### src/rtl/ysyx_22040088_pkg.sv
// rtl/ysyx_22040088_pkg.sv - shared widths, encodings and state types for the NPC load/store unit
package ysyx_22040088_pkg;

   localparam int XLEN = 64;

   // mem_mask one-hot access sizes from the decoder
   localparam logic [3:0] MASK_D = 4'b0001;
   localparam logic [3:0] MASK_W = 4'b0010;
   localparam logic [3:0] MASK_H = 4'b0100;
   localparam logic [3:0] MASK_B = 4'b1000;

   // sel_memdata load extension kinds
   localparam logic [1:0] EXT_SIGN = 2'b01;
   localparam logic [1:0] EXT_ZERO = 2'b10;

   typedef enum logic [1:0] {
      LSU_IDLE = 2'd0,
      LSU_REQ  = 2'd1,
      LSU_RESP = 2'd2
   } lsu_state_e;

   typedef enum logic [1:0] {
      SZ_D = 2'd0,
      SZ_W = 2'd1,
      SZ_H = 2'd2,
      SZ_B = 2'd3
   } lsu_size_e;

   // Anything that is not a clean one-hot narrow size behaves as a dword
   function automatic lsu_size_e decode_size(input logic [3:0] mask);
      case (mask)
         MASK_W:  decode_size = SZ_W;
         MASK_H:  decode_size = SZ_H;
         MASK_B:  decode_size = SZ_B;
         default: decode_size = SZ_D;
      endcase
   endfunction

   // Offset bits that must be zero for a naturally aligned access of this size
   function automatic logic [2:0] align_bits(input lsu_size_e sz);
      case (sz)
         SZ_D:    align_bits = 3'b111;
         SZ_W:    align_bits = 3'b011;
         SZ_H:    align_bits = 3'b001;
         default: align_bits = 3'b000;
      endcase
   endfunction

endpackage

### src/rtl/ysyx_22040088_lsu_align.sv
// rtl/ysyx_22040088_lsu_align.sv - combinational store lane placement and load extraction/extension
module ysyx_22040088_lsu_align
   import ysyx_22040088_pkg::*;
(
   input  logic [1:0]  st_size_i,
   input  logic [2:0]  st_off_i,
   input  logic [63:0] st_wdata_i,
   output logic [7:0]  st_wstrb_o,
   output logic [63:0] st_wdata_o,
   output logic        st_misalign_o,
   input  logic [1:0]  ld_size_i,
   input  logic [2:0]  ld_off_i,
   input  logic [1:0]  ld_ext_i,
   input  logic [63:0] ld_rdata_i,
   output logic [63:0] ld_data_o
);

   lsu_size_e   st_size;
   lsu_size_e   ld_size;
   logic [2:0]  st_off_eff;
   logic [2:0]  ld_off_eff;
   logic [7:0]  st_ones;
   logic [63:0] ld_raw;
   logic        ld_sext;

   assign st_size = lsu_size_e'(st_size_i);
   assign ld_size = lsu_size_e'(ld_size_i);

   // Sub-alignment offset bits are dropped so an access never crosses the dword
   assign st_off_eff = st_off_i & ~align_bits(st_size);
   assign ld_off_eff = ld_off_i & ~align_bits(ld_size);

   // Store side: byte strobes and data moved into the addressed lanes
   always_comb begin
      st_misalign_o = (st_off_i & align_bits(st_size)) != 3'b000;
      case (st_size)
         SZ_B:    st_ones = 8'h01;
         SZ_H:    st_ones = 8'h03;
         SZ_W:    st_ones = 8'h0F;
         default: st_ones = 8'hFF;
      endcase
      st_wstrb_o = st_ones << st_off_eff;
      st_wdata_o = st_wdata_i << {st_off_eff, 3'b000};
   end

   // Load side: shift the addressed lanes down, then sign- or zero-extend
   always_comb begin
      ld_raw  = ld_rdata_i >> {ld_off_eff, 3'b000};
      ld_sext = (ld_ext_i != EXT_ZERO);
      case (ld_size)
         SZ_B:    ld_data_o = {{56{ld_sext & ld_raw[7]}}, ld_raw[7:0]};
         SZ_H:    ld_data_o = {{48{ld_sext & ld_raw[15]}}, ld_raw[15:0]};
         SZ_W:    ld_data_o = {{32{ld_sext & ld_raw[31]}}, ld_raw[31:0]};
         default: ld_data_o = ld_raw;
      endcase
   end

endmodule

### src/rtl/ysyx_22040088_lsu.sv
// rtl/ysyx_22040088_lsu.sv - load/store unit FSM driving one valid/ready bus transaction per access (option: YSYX_22040088_LSU_MISALIGN_EN)
module ysyx_22040088_lsu
   import ysyx_22040088_pkg::*;
(
   input  logic        clk,
   input  logic        rst_n,
   input  logic        lsu_valid,
   output logic        lsu_ready,
   input  logic        mem_ena,
   input  logic        mem_wen,
   input  logic [3:0]  mem_mask,
   input  logic [1:0]  sel_memdata,
   input  logic [63:0] addr,
   input  logic [63:0] wdata,
   output logic        lsu_done,
   output logic [63:0] lsu_rdata,
   output logic        lsu_err,
   output logic        bus_req_valid,
   input  logic        bus_req_ready,
   output logic [63:0] bus_addr,
   output logic        bus_wen,
   output logic [63:0] bus_wdata,
   output logic [7:0]  bus_wstrb,
   input  logic        bus_resp_valid,
   output logic        bus_resp_ready,
   input  logic [63:0] bus_rdata
);

   lsu_state_e  state_q, state_d;
   lsu_size_e   size_q;
   logic [2:0]  off_q;
   logic [1:0]  ext_q;
   logic        wen_q;
   logic [63:0] addr_q;
   logic [63:0] wdata_q;
   logic [7:0]  wstrb_q;
   logic        done_q;
   logic [63:0] rdata_q;

   logic        req_fire;
   logic        misalign;
   logic [7:0]  st_wstrb;
   logic [63:0] st_wdata;
   logic        st_misalign;
   logic [63:0] ld_data;

   assign req_fire = (state_q == LSU_IDLE) & lsu_valid & mem_ena;

   ysyx_22040088_lsu_align u_align (
      .st_size_i     (decode_size(mem_mask)),
      .st_off_i      (addr[2:0]),
      .st_wdata_i    (wdata),
      .st_wstrb_o    (st_wstrb),
      .st_wdata_o    (st_wdata),
      .st_misalign_o (st_misalign),
      .ld_size_i     (size_q),
      .ld_off_i      (off_q),
      .ld_ext_i      (ext_q),
      .ld_rdata_i    (bus_rdata),
      .ld_data_o     (ld_data)
   );

`ifdef YSYX_22040088_LSU_MISALIGN_EN
   logic err_q;
   assign misalign = st_misalign;
   assign lsu_err  = err_q;
`else
   logic unused_misalign;
   assign unused_misalign = st_misalign;
   assign misalign        = 1'b0;
   assign lsu_err         = 1'b0;
`endif

   // State register; reset abandons any in-flight access
   always_ff @(posedge clk or negedge rst_n) begin
      if (!rst_n) state_q <= LSU_IDLE;
      else        state_q <= state_d;
   end

   // Next state: misaligned accesses complete from IDLE without touching the bus
   always_comb begin
      state_d = state_q;
      case (state_q)
         LSU_IDLE: if (req_fire && !misalign) state_d = LSU_REQ;
         LSU_REQ:  if (bus_req_ready)         state_d = LSU_RESP;
         LSU_RESP: if (bus_resp_valid)        state_d = LSU_IDLE;
         default:                             state_d = LSU_IDLE;
      endcase
   end

   // Handshake outputs decoded from state
   always_comb begin
      lsu_ready      = (state_q == LSU_IDLE);
      bus_req_valid  = (state_q == LSU_REQ);
      bus_resp_ready = (state_q == LSU_RESP);
   end

   // Request capture at accept and result capture on response
   always_ff @(posedge clk or negedge rst_n) begin
      if (!rst_n) begin
         size_q  <= SZ_D;
         off_q   <= 3'b000;
         ext_q   <= 2'b00;
         wen_q   <= 1'b0;
         addr_q  <= '0;
         wdata_q <= '0;
         wstrb_q <= '0;
         done_q  <= 1'b0;
         rdata_q <= '0;
`ifdef YSYX_22040088_LSU_MISALIGN_EN
         err_q   <= 1'b0;
`endif
      end else begin
         done_q <= 1'b0;
         if (req_fire) begin
            if (misalign) begin
               done_q  <= 1'b1;
               rdata_q <= '0;
`ifdef YSYX_22040088_LSU_MISALIGN_EN
               err_q   <= 1'b1;
`endif
            end else begin
               size_q  <= decode_size(mem_mask);
               off_q   <= addr[2:0];
               ext_q   <= sel_memdata;
               wen_q   <= mem_wen;
               addr_q  <= {addr[63:3], 3'b000};
               wdata_q <= st_wdata;
               wstrb_q <= st_wstrb;
            end
         end
         if ((state_q == LSU_RESP) && bus_resp_valid) begin
            done_q  <= 1'b1;
            rdata_q <= wen_q ? 64'd0 : ld_data;
`ifdef YSYX_22040088_LSU_MISALIGN_EN
            err_q   <= 1'b0;
`endif
         end
      end
   end

   assign lsu_done  = done_q;
   assign lsu_rdata = rdata_q;
   assign bus_addr  = addr_q;
   assign bus_wen   = wen_q;
   assign bus_wdata = wdata_q;
   assign bus_wstrb = wstrb_q;

endmodule
### config.mk
export PLATFORM = sky130hd
export DESIGN_NAME = ysyx_22040088_lsu
export DESIGN_NICKNAME = d
export VERILOG_FILES = /design/src/rtl/ysyx_22040088_pkg.sv /design/src/rtl/ysyx_22040088_lsu_align.sv /design/src/rtl/ysyx_22040088_lsu.sv
export SDC_FILE = /design/constraint.sdc
export NUM_CORES = 1
export LEC_CHECK = 0
export BUFFER_PORTS_ARGS = -buffer_cell sky130_fd_sc_hd__buf_2
export CAP_MARGIN = 10
export CORE_AREA = 5 5 158 160
export DETAILED_ROUTE_END_ITERATION = 8
export DIE_AREA = 0 0 163 165
export PLACE_DENSITY = 0.73
export RECOVER_POWER = 50
export SLEW_MARGIN = 40
export SYNTH_ARGS = -nofsm -noshare
export SYNTH_HDL_FRONTEND = slang
export SYNTH_SLANG_ARGS = --single-unit
### constraint.sdc
create_clock -name clk -period 2.95 [get_ports clk]
set_input_delay 0.59 -clock clk [delete_from_list [all_inputs] [get_ports clk]]
set_output_delay 0.59 -clock clk [all_outputs]
set_load 0.02 [all_outputs]
# [After elaboration in Yosys (flattened, before gate mapping)]
# Cells that the tools add are included.
# Widths: inputs -> output; s select.
[word_totals] reg_bits=208 inputBits=205 output_inout_bits=206
[classes] n_eq_ne=15 shifts=3 n_mux=11 bitwise_logic=9 reduce_logical=5
[op_table] operator="$pmux 64 s3" n=1
[op_table] operator="$mux 64" n=1
[op_table] operator="$shl 64x6->64" n=1
[op_table] operator="$shr 64x6->64" n=1
[op_table] operator="$pmux 8 s3" n=1
[op_table] operator="$pmux 3 s3" n=2
[op_table] operator="$pmux 2 s3" n=2
[op_table] operator="$eq 2x2->1 const B" n=5
[op_table] operator="$shl 8x3->8" n=1
[op_table] operator="$and 3x3->3" n=2
[op_table] operator="$eq 2x1->1 const B" n=3
[op_table] operator="$logic_not 2->1" n=3
[op_table] operator="$mux 2" n=3
[op_table] operator="$not 3->3" n=2
[op_table] operator="$and 1x1->1" n=5
[op_table] operator="$eq 4x2->1 const B" n=1
[op_table] operator="$eq 4x3->1 const B" n=1
[op_table] operator="$eq 4x4->1 const B" n=1
[op_table] operator="$ne 2x1->1 const B" n=2
[op_table] operator="$ne 2x2->1 const B" n=2
[op_table] operator="$reduce_and 3->1" n=1
[op_table] operator="$logic_and 1x1->1" n=1
[op_table] operator="$mux 1" n=1

# [Logic depth before layout (Yosys ltp)]
# Gate-level depths: netlist of run 1.
[logic_depth] word_depth=8 depth_mapped=10 mapped_depth_nobuf=7

# [Hierarchy]
# From an unflattened synthesis of run 1, not the netlist that was laid out.
[unflattened] hier_cells=1177 area_unflattened_um2=12742.2
[by_module_without_submodules] module="ysyx_22040088_lsu" n_inst=1 cells_per_inst=598 area_each_um2=8552.0 seq_area_each_um2=5205.0
[by_module_without_submodules] module="ysyx_22040088_lsu_align" n_inst=1 cells_per_inst=579 area_each_um2=4190.3 seq_area_each_um2=0.0

# [Worst setup path after synthesis of run 1]
# OpenSTA, ideal clock, no wires.
[synth_path] kind="input -> register" start="input port mem_mask[1]" end="register wdata_q[62] (netlist: bus_wdata[62])" t_arrival_ns=2.203 t_required_ns=2.829 path_slack_ns=0.626 path_stages=9 path_buffers=3 path_cell_list="nor2_1 > and3_1 > clkbuf_1 > buf_4 > buf_2 > mux2i_1 > mux2i_1 > a32oi_1 > nand2_1"
[synth_between] elab_chain_cells=7 word_cells_on_any_way=11
[synth_rtl] element="start, declared" line_no="ysyx_22040088_lsu.sv:11" rtl="input logic [3:0] mem_mask,"
[synth_rtl] element="$eq 4x4->1 (tied with other cells)" line_no="ysyx_22040088_pkg.sv:31" rtl="case (mask)"
[synth_rtl] element="$pmux 2 s3 *" line_no="ysyx_22040088_pkg.sv:31"
[synth_rtl] element="$eq 2x2->1 (tied with other cells)" line_no="ysyx_22040088_pkg.sv:41" rtl="case (sz)"
[synth_rtl] element="$pmux 3 s3 *"
[synth_rtl] element="$not 3->3 *" line_no="ysyx_22040088_lsu_align.sv:30" rtl="assign st_off_eff = st_off_i & ~align_bits(st_size);"
[synth_rtl] element="$and 3x3->3 *" line_no="ysyx_22040088_lsu_align.sv:30"
[synth_rtl] element="$shl 64x6->64 *" line_no="ysyx_22040088_lsu_align.sv:43" rtl="st_wdata_o = st_wdata_i << {st_off_eff, 3'b000};"
[synth_rtl] element="end signal, assigned" line_no="ysyx_22040088_lsu.sv:128" rtl="wdata_q <= st_wdata;"
[synth_rtl] element="end, declared" line_no="ysyx_22040088_lsu.sv:35" rtl="logic [63:0] wdata_q;"
# Mark *: on every way between the ends. The rest lies on a longest branch, timed or not.
# A chain may end at the register's enable or synchronous reset.

# [Final worst setup path of run 1]
[layout_path] start="register state_q[0]" end="register wdata_q[60] (netlist: bus_wdata[60])"
[layout_between] elab_chain_cells=3
[layout_rtl] element="start, declared" line_no="ysyx_22040088_lsu.sv:29" rtl="lsu_state_e state_q, state_d;"
[layout_rtl] element="start signal, assigned" line_no="ysyx_22040088_lsu.sv:77" rtl="else state_q <= state_d;"
[layout_rtl] element="$logic_not 2->1" line_no="ysyx_22040088_lsu.sv:47" rtl="assign req_fire = (state_q == LSU_IDLE) & lsu_valid & mem_ena;"
[layout_rtl] element="$and 1x1->1 (2 in series)" line_no="ysyx_22040088_lsu.sv:47"
# No other way between the ends.

==> summary.md, run 1 <==
The flow ran to the end, but the final reports show violations. The checks that failed: max-capacitance violations, max-slew violations. The worst hold path belongs to the class input pin to register. In this run the worst setup path terminates at bus_wdata[60]. The die is 163 um wide. After detailed routing, the number of vias per cell comes to 5.64. Maximum level of the CTS H-tree: 1. The top cell type by total area after synthesis is dfrtp_1.

The tools report the number of clock buffers inserted by TritonCTS as 23. In this run the clock root is driven by a clkbuf_16. The first routing iteration left 1114 violations. After synthesis, the netlist uses 65 different library cells.

Once routing completed, OpenROAD measured the worst setup slack at 0.279 ns. For this run, the post-layout net count is 1743. For the clock skew, the log shows 0.00669 ns. 411 I/O pins were placed. The tools report the number of sinks driven by the clock tree as 208. The origin of the critical flop-to-flop path is state_q[0]. Global routing used 28.9% of the available tracks across all layers.

DRC violation count after routing: 0. The tools report the first-pass GRT wire length as 60400 um. The tools report the floorplan die area as 0.0269 mm2. The residual overflow from global routing is 0, and the register cell area after layout is 0.00520 mm2. Summed over all failing endpoints, the final setup total negative slack is 0 ns.

Once the floorplan was initialized, standard cells occupied 46.4% of the core. After clock tree synthesis, the clock-pin slew on the worst setup and hold paths is 0.07 ns. Dividing the detail-routed wire length by the instance count gives 21.6 um.

The fraction of synthesis flops using an asynchronous set or reset pin was 100%. The logs give 374 MHz for the maximum operating frequency and 0 for the residual antenna-violating net count after detailed routing. The post-synth design cell area was 0.0108 mm2. The final routed wirelength across all metal layers is 40700 um, and the buffer levels on the longest clock path is 3.

The tools report the count of maximum capacitance violations as 1. The minimum setup slack among reg-to-reg paths is 0.28 ns, and the die outline height is 165 um. The kind of capture point of the worst setup path was a register.

Measured against its own limit, the worst slew margin works out to -32.1%. Data on the critical path arrives at its endpoint at 3.11 ns. OpenSTA, run right after detailed placement, puts the worst setup slack at 0.343 ns. For the pin with the worst max-slew slack, the measured transition is 1.98 ns. The tools report the start point of the critical path as state_q[0]. The leading register cell type out of synthesis was dfrtp_1. The most common cell in the synthesized netlist is nand2_1. The clock latency at the later pin of the worst-skew pair was 0.51 ns; the filler cell count in the final layout was 2102. STA classifies the critical path startpoint as a register. The Yosys step of the flow raised 0 warnings.

Setup repair after global routing left no endpoint under its margin. TritonCTS built the clock tree. The share of the synthesized area in the top cell type came out at 48.2%. Buffers inserted to repair hold after CTS numbered 0. The maximum VDD drop was 0.634 mV. The depth of the worst register-to-register path is 6, and the detailed placement HPWL is 30700 um.

The capture point of the worst reg-to-reg path was bus_wdata[60]. At the end of routability-driven placement, the weighted congestion stood at 0.947. The first detailed-routing pass ran for 5 iterations. The critical path in this run is classified as register to register. Yosys mapped a number of flops with a built-in enable equal to 0. Cells with a size suffix above 1 make up 28.6% of the layout. The tools report the number of failing setup endpoints in the final timing report as 0. The via count of the first global-routing pass came out at 10400.

Averaged over all synthesized cells, the footprint is 9.26 um2. For this run, the register share of the synthesized area comes to 48.2%. After floorplanning, the core was sized to cover 0.0233 mm2. The final cycle utilization of the critical path is 90.5%, and the maximum fanout count along the critical path is 55.

The number of standard cells after synthesis was 1165; the multi-input logic area was 0.00514 mm2. For the worst setup path, the data required time is 3.39 ns. The standard-cell row count was 56. The commonest cells after synthesis are 367 x nand2_1, 208 x dfrtp_1, 67 x mux2i_1. Dividing total power by cell area gives a power density of 900 mW/mm2. Yosys attributes the largest share of cell area to dfrtp_1 48%, nand2_1 13%, mux2i_1 6.2%.

The tools report the number of setup buffers added after CTS as 0. From synthesis to final layout, the design area changed by 27.8%. For this design the static power due to leakage is 7.14 nW. The count of vias placed by the detailed router was 10600; the post-cts gate resize count was 0. The pin count of the biggest net entering global routing was 78. The number of antenna violations at the first check in global routing is 14, and the max-slew violation count is 77. The final hold violation count was 0; the flip-flop and latch count after synthesis was 208. The worst path in the final design needs a cycle of 2.67 ns, including I/O delays and setup.

In this run the tool buffered the top-level ports with 406 buffer cells. The total power was 12.4 mW.
-- metal layers --
metal	global-route usage (%)	vias to the layer above	part of all wire [%]
met4	13.0	6	4.7
li1	-	4825	-
met1	36.3	5089	38
met3	6.06	107	9.6
met2	48.5	608	48
met5	0	-	0.084
-- report_power, final --
part	switching (mW)	total [mW]	internal [mW]
logic	3.34	4.91	1.57
registers	0.701	4.62	3.92
clock network	1.20	2.88	1.68
total	5.25	12.4	7.17
-- cell type report --
type,instances,area share (%)
Inverter,7,0.190
Multi-Input combinational cell,859,37.3
Clock buffer,29,4.48
Clock inverter,12,0.980
Antenna cell,11,0.200
Sequential cell,208,37.7
Timing Repair Buffer,439,16.2
Tap cell,319,2.89
-- state kept, by name (all words and copies together), names as in the netlist --
name,cells
bus_wdata,64
bus_addr,61
size_q,2
state_q,2
lsu_done,1
off_q,3
bus_wstrb,8
bus_wen,1
ext_q,2
lsu_rdata,64
-- metrics by stage --
stage               instance area, um2  utilization [%]  cells  hold WS [ns]
floorplan                        10800                -   1168         0.294
global placement                 13200             56.6   1832         0.452
CTS                              13900             59.9   1873         0.114
global route                     13800             59.3   1883         0.253
detailed placement               13200             56.6   1832         0.456
finish                           13800             59.3   1884         0.265
-- how the worst min path moves through the flow --
stage,startpoint,endpoint,slack [ns],cells after the start
2_1_floorplan,rst_n,bus_addr[10],0.29,0
3_3_place_gp,ext_q[0],ext_q[0],0.45,2
3_5_place_dp,bus_addr[32],bus_addr[32],0.46,2
4_1_cts,rst_n,bus_wdata[10],0.11,1
5_1_grt,addr[44],bus_addr[44],0.25,3
6_report,addr[34],bus_addr[34],0.26,3
-- cell usage in the layout (no fill, tap or decap), drive strengths merged, types with 13 or more instances in the layout --
master	count
buf	340
a22o	25
nand2	367
a211oi	16
clkbuf	128
a31oi	17
a21oi	36
o21ai	90
nand3	23
and3	14
a221o	19
nor3	13
mux2	13
mux2i	67
nor2	47
dfrtp	208
o211ai	18
-- cells by family (layout without fill, tap and decap cells) --
kind of cell / Yosys count / in the layout / synth area share [%]
AOI/OAI and AO/OA: 267 / 267 / 18.4
muxes: 91 / 91 / 9.87
DFF: 208 / 208 / 48.2
xor gates and xnor gates: 2 / 2 / 0.162
other: 1 / 15 / 0.0347
buffers and inverters: 101 / 487 / 4.34
and+or+nand+nor: 495 / 495 / 19.0
-- critical path, stage by stage (launching register included) --
cell	delay, ns
dfrtp_1	0.39
nor2_1	0.27
nand3_1	0.37
clkbuf_2	0.76
nor2_1	0.55
a32oi_1	0.15
nand2_1	0.10
(Power assumes the default switching activity.)
==> inputs of run 2 (changes only) <==
--- a/config.mk
+++ b/config.mk
@@ -8,10 +8,12 @@
 export BUFFER_PORTS_ARGS = -buffer_cell sky130_fd_sc_hd__buf_2
 export CAP_MARGIN = 10
 export CORE_AREA = 5 5 158 160
+export CTS_CLUSTER_SIZE = 10
 export DETAILED_ROUTE_END_ITERATION = 8
 export DIE_AREA = 0 0 163 165
 export PLACE_DENSITY = 0.73
-export RECOVER_POWER = 50
+export RECOVER_POWER = 25
+export SKIP_CTS_REPAIR_TIMING = 1
 export SLEW_MARGIN = 40
 export SYNTH_ARGS = -nofsm -noshare
 export SYNTH_HDL_FRONTEND = slang
==> summary.md, run 2 (synthesis gave the netlist of run 1 again) <==
The flow ran to the end, but the final reports show violations. The final reports fail on max-capacitance violations, max-slew violations. For the count of maximum capacitance violations, the log shows 1 (unchanged). The origin of the critical flop-to-flop path is size_q[0].

The tightest hold margin was 0.252 ns (-0.0131 ns); the worst relative slew slack was -32.3% (-0.26 points). The via count of the first global-routing pass is 10400 (+0.57%), and the clock transition at the registers of the reported paths is 0.06 ns (about the same). For the number of nets at the end of the flow, the log shows 1745 (+0.11%). For the total global routing track utilization, the log shows 29.0% (+0.086 points). The critical path is of the register to register type. The required time of the critical path is 3.38 ns (about the same).

From synthesis to final layout, the design area changed by 28.5%. The number of port buffers works out to 406 (unchanged). First-pass GRT wire length: 60500 um (+0.25%).

The tools report the standard-cell row count as 56 (unchanged). The endpoint of the worst hold path is bus_addr[54]. The type of the worst min-delay path was input pin to register. The die outline height was 165 um (unchanged); the worst hold path depth was 3 (unchanged). The kind of capture point of the worst setup path is a register. The initial standard-cell utilization of the core is 46.4% (unchanged). The tools report the CTS root buffer as clkbuf_16.

STA classifies the critical path startpoint as a register. The post-route cell area came out at 0.0139 mm2 (+0.54%). The run gives 14 (unchanged) as the number of antenna violations at the first check in global routing. Number of failing setup endpoints in the final timing report: 0 (unchanged). The total power was 12.4 mW (about the same); the count of TritonRoute iterations in the first routing pass was 6 (+1). The total power density per cell area came out at 895 mW/mm2 (-0.56%).

The slew at the pin closest to its max-slew limit was 1.98 ns (+0.00395 ns). Setup repair after global routing left no endpoint under its margin. The run gives 2.92 ns (-0.19 ns) as the worst endpoint data arrival time.

The logs give 208 (unchanged) for the number of sinks driven by the clock tree and 0 (unchanged) for the final hold violation count. The capture point of the worst reg-to-reg path is lsu_rdata[63]. The logs give 0.0233 mm2 (unchanged) for the core area and 3 (unchanged) for the buffer levels on the longest clock path. The library cell used most frequently in the layout, excluding fill and tap cells, is buf_2. Pin count of the biggest net entering global routing: 78 (unchanged). Floorplan die area: 0.0269 mm2 (unchanged). TritonCTS built the clock tree. The number of clock buffers inserted by TritonCTS is 25 (+8.7%), and the maximum level of the CTS H-tree is 1 (unchanged).

The average routed wire per standard cell was 21.7 um (+0.51%). For the maximum VDD drop, the log shows 0.511 mV (-19%). The width of the die is 163 um (unchanged). The depth of the worst register-to-register path is 8 (+2). The final routed wirelength across all metal layers was 40700 um (+0.19%). The minimum setup slack among reg-to-reg paths was 0.46 ns (+0.18 ns).

The register cell area after layout came out at 0.00520 mm2 (unchanged). The tools report the maximum operating frequency as 402 MHz (+7.3%). The worst min-delay path startpoint was addr[54].

The clock skew came out at 0.0203 ns (+0.0136 ns). The run gives 0 ns (unchanged) as the final sum of negative setup slack. The count of vias placed by the detailed router is 10600 (-0.25%).

The setup slack of the critical path after layout was 0.461 ns (+0.183 ns). The max-slew violation count was 77 (unchanged). For the filler cell count in the final layout, the log shows 2058 (-2.1%). The pre-CTS setup slack was 0.343 ns (unchanged); the maximum fanout count along the critical path was 32 (-42%). The average vias per placed instance came out at 5.65 (about the same). The initial detailed-routing violation count is 1137 (+2.1%). The final cycle utilization of the critical path is 84.4% (-6.2 points), and the cell area after placement is 0.0132 mm2 (unchanged). Static leakage: 7.43 nW (+4.1%). Residual overflow from global routing: 0 (unchanged). The logs give 0.00516 mm2 (+0.24%) for the multi-input logic area and 411 (unchanged) for the total I/O pin count.

The logs give 0 (unchanged) for the residual antenna-violating net count after detailed routing and 0.53 ns (+0.02 ns) for the clock latency at the later pin of the worst-skew pair. The fraction of final layout cells sized beyond drive strength 1 is 34.3% (+5.7 points). The DRC violation count after routing is 0 (unchanged), and the minimum period implied by the final worst setup slack is 2.49 ns (-0.183 ns). The detailed placement HPWL is 30700 um (unchanged). The final RePlAce weighted congestion was 0.947 (unchanged).

The top cell types in the final layout, fill and taps aside, are 405 x buf_2, 366 x nand2_1, 208 x dfrtp_1.
run 2: changes by cell type in the layout (fill, tap and decap cells not counted), moves of 2 or more:
cell       previous run  this run
clkinv_2              3         0
clkbuf_16            23        25
clkbuf_2              3         1
buf_2               311       405
buf_4                22        25
clkinv_4              4         0
clkbuf_1             99         8
bufinv_16             2         0
run 2: power by group:
group / total, mW / leakage (nW) / internal [mW] / switching (mW)
clock network: 2.73 / 0.336 / 1.58 / 1.15
registers: 4.61 / 2.61 / 3.92 / 0.688
logic: 5.07 / 4.48 / 1.72 / 3.35
run 2: layer usage:
layer | global-route usage, % | up-vias | wire length [um]
met4 | 13.5 | 6 | 1980
met1 | 35.8 | 5036 | 15200
met2 | 48.3 | 624 | 19400
li1 | - | 4829 | -
met5 | 0 | - | 34
met3 | 6.99 | 113 | 4130
run 2: stage by stage:
| stage | util [%] | std cells |
|---|---|---|
| final | 59.6 | 1878 |
| after global routing | 59.6 | 1878 |
| after CTS | 59.6 | 1868 |
| after global placement | 56.6 | 1832 |
| after detailed placement | 56.6 | 1832 |
| after floorplan | - | 1168 |
run 2: how the worst max path moves through the flow:
stage | to | from | slack, ns | cells after the start
2_1_floorplan | bus_wdata[62] | mem_mask[1] | 0.63 | 9
3_3_place_gp | bus_wdata[58] | mem_mask[1] | 0.35 | 8
3_5_place_dp | bus_wdata[58] | mem_mask[1] | 0.34 | 8
4_1_cts | lsu_rdata[35] | size_q[0] | 0.48 | 8
5_1_grt | lsu_rdata[47] | rst_n | 0.19 | 2
6_report | lsu_rdata[63] | size_q[0] | 0.46 | 8
run 2: worst max-delay path, stage by stage, from the launching register on:
cell and delay [ns]:
dfrtp_1 0.50, buf_4 0.24, a21o_1 0.14, a21o_1 0.15, nand3_1 0.14, o41ai_4 0.66, o31ai_4 0.16, buf_12 0.23
o21ai_1 0.16
run 2: final cells by class:
type | instances | area share (%)
Timing Repair Buffer | 439 | 17.1
Antenna cell | 10 | 0.180
Sequential cell | 208 | 37.5
Inverter | 7 | 0.189
Tap cell | 319 | 2.88
Clock inverter | 1 | 0.0631
Multi-Input combinational cell | 859 | 37.2
Clock buffer | 35 | 4.93
==> inputs of run 3 (changes only) <==
==> constraint.sdc (replaced) <==
create_clock -name clk -period 2.4 [get_ports clk]
set_input_delay 0.48 -clock clk [delete_from_list [all_inputs] [get_ports clk]]
set_output_delay 0.48 -clock clk [all_outputs]
set_load 0.02 [all_outputs]
==> summary.md, run 3 (synthesis gave the netlist of run 1 again) <==
The tools report the final routed wirelength across all metal layers as 41700 um (+2.5%). The combinational share of power is 41.0% (+0.2 points). The filler cell count in the final layout came out at 2046 (-0.58%).

The number of sinks driven by the clock tree is 208 (unchanged). The maximum fanout count along the critical path came out at 19 (-41%). The logs give 1147 (+0.88%) for the initial detailed-routing violation count and 1 (unchanged) for the count of maximum capacitance violations. The switching power as a share of total power was 41.6% (-0.22 points); the pin count of the biggest net entering global routing was 65 (-17%).

The cell area after placement is 0.0134 mm2 (+1.6%), and the via count of the first global-routing pass is 10500 (+0.87%). For the number of clock buffers inserted by TritonCTS, the log shows 25 (unchanged). The average vias per placed instance was 5.69 (+0.79%). The clock transition at the registers of the reported paths came out at 0.06 ns (about the same).

The fraction of final layout cells sized beyond drive strength 1 was 35.3% (+1.0 points); the slew at the pin closest to its max-slew limit was 1.75 ns (-0.232 ns). DRC violation count after routing: 0 (unchanged). The start point of the critical path is size_q[0]. The critical path is of the register to register type.

The tools report the count of TritonRoute iterations in the first routing pass as 6 (unchanged). The run gives 60.5% (+0.91 points) as the fraction of the core area covered by cells at the end of the flow. The tools report the static leakage as 7.57 nW (+1.9%). The max-slew violation count is 62 (-19%), and the part of the power in the clock network is 21.9% (about the same).

The total power density per cell area came out at 1090 mW/mm2 (+22%). In this run the critical register-to-register path is launched from size_q[0]. The tightest hold margin was 0.145 ns (-0.106 ns). For the post-route cell area, the log shows 0.0141 mm2 (+1.5%).

The worst endpoint data arrival time is 2.64 ns (-0.28 ns). For the final RePlAce weighted congestion, the log shows 1.01 (+7.0%). Most frequent standard cell in the layout excluding fill and tap cells: buf_2. TritonCTS built the clock tree. The startpoint identified for the worst hold timing path is addr[61].

The run gives 0.0178 ns (-0.00257 ns) as the clock skew. The logs give 0.0269 mm2 (unchanged) for the floorplan die area and 1 (unchanged) for the maximum level of the CTS H-tree. The flow ran to the end, but the final reports show violations.

The root buffer cell chosen for the clock tree is clkbuf_16. The tools report the number of antenna violations at the first check in global routing as 8 (-6). The buffer levels on the longest clock path was 3 (unchanged); the number of port buffers was 406 (unchanged).

The final reports fail on max-capacitance violations, max-slew violations. The worst relative slew slack was -16.9% (+15 points); the minimum period implied by the final worst setup slack was 2.25 ns (-0.241 ns). The logs give 32000 um (+4.1%) for the detailed placement HPWL and 2.79 ns (-0.59 ns) for the required time of the critical path. Setup repair after global routing left no endpoint under its margin. The switching power was 6.39 mW (+23%); the count of vias placed by the detailed router was 10800 (+1.7%). Total global routing track utilization: 29.8% (+0.74 points). The tools report the residual antenna-violating net count after detailed routing as 0 (unchanged). The area growth from synthesis to final layout works out to 30.5%. The final sum of negative setup slack is 0 ns (unchanged), and the residual overflow from global routing is 0 (unchanged). The internal power component came out at 8.97 mW (+24%). Number of failing setup endpoints in the final timing report: 0 (unchanged).

The nature of the critical path startpoint was a register. The tools report the final hold violation count as 0 (unchanged). The clock latency at the later pin of the worst-skew pair is 0.52 ns (about the same). The maximum VDD drop is 0.733 mV (+43%).

The width of the die was 163 um (unchanged). The final cycle utilization of the critical path works out to 93.7% (+9.3 points). Die outline height: 165 um (unchanged). STA classifies the critical path endpoint as a register.

The total I/O pin count is 411 (unchanged), and the standard-cell row count is 56 (unchanged). The sequential fraction of design power is 37.1% (about the same). The initial standard-cell utilization of the core was 46.4% (unchanged).

Leaving out fill and tap cells, the most frequent cells in the layout are 405 x buf_2, 367 x nand2_1, 208 x dfrtp_1. For the number of nets at the end of the flow, the log shows 1770 (+1.4%). In this run the worst hold path is classified as input pin to register. Average routed wire per standard cell: 22.0 um (+1.5%). The run gives 61800 um (+2.1%) as the first-pass GRT wire length. The maximum operating frequency is 445 MHz (+11%), and the core area is 0.0233 mm2 (unchanged).
## run 3: changes by cell type in the layout (fill, tap and decap cells not counted)
cell | previous run | this run
buf_12 | 7 | 10
buf_4 | 25 | 46
clkbuf_1 | 8 | 6
clkbuf_2 | 1 | 2
clkbuf_4 | 1 | 0
clkbuf_8 | 2 | 3
diode_2 | 10 | 3
dlygate4sd3_1 | 0 | 1
nand2_1 | 366 | 367
nand2_2 | 1 | 0
## run 3: power by group through the flow
stage,Sequential [mW],Clock (mW),Combinational (mW)
detailed placement,5.68,0,6.35
floorplan,7.12,0,2.20
global placement,5.69,0,6.24
CTS,5.67,3.43,6.35
global route,5.84,3.57,6.77
finish,5.70,3.36,6.30
## run 3: worst paths after layout
check                                end  slack, ns  cells past startpoint
min reg2reg                 bus_addr[18]       0.47                      2
min in group asynchronous   lsu_rdata[4]       0.95                      2
min                         bus_addr[61]       0.15                      3
max reg2reg                lsu_rdata[32]       0.15                      7
max in group asynchronous     state_q[0]       0.29                      3
max                        lsu_rdata[32]       0.15                      7
## run 3: area by class of cell
class | instances | area, um2 | area share, %
flip-flops and latches | 208 | 5200 | 37.0
multi-input cells | 859 | 5150 | 36.6
repair buffers | 464 | 2590 | 18.4
clock buffers | 34 | 689 | 4.90
well taps | 319 | 399 | 2.83
inverters | 7 | 26.3 | 0.187
clock inverters | 1 | 8.76 | 0.0622
diodes | 3 | 7.51 | 0.0533
## run 3: critical path: stages, from the launching register on
cell	delay, ns
dfrtp_1	0.48
nand2_1	0.21
or4_1	0.46
nand3_1	0.16
o41ai_4	0.11
o31ai_4	0.38
buf_12	0.23
o21ai_1	0.09
## run 3: per-layer routing
layer	global-route usage, %	up-vias	wire length (um)
li1	-	4879	-
met1	37.3	5146	15700
met2	49.2	638	20000
met3	6.94	118	3960
met4	13.6	8	2070
met5	0	-	50
## run 3: stage by stage
step | power [mW] | setup WS, ns | std cells
2_1_floorplan | 9.32 | 0.186 | 1168
3_3_place_gp | 11.9 | 0.105 | 1856
3_5_place_dp | 12.0 | 0.0800 | 1856
4_1_cts | 15.4 | 0.167 | 1891
5_1_grt | 16.2 | 0.0168 | 1895
6_report | 15.4 | 0.152 | 1895
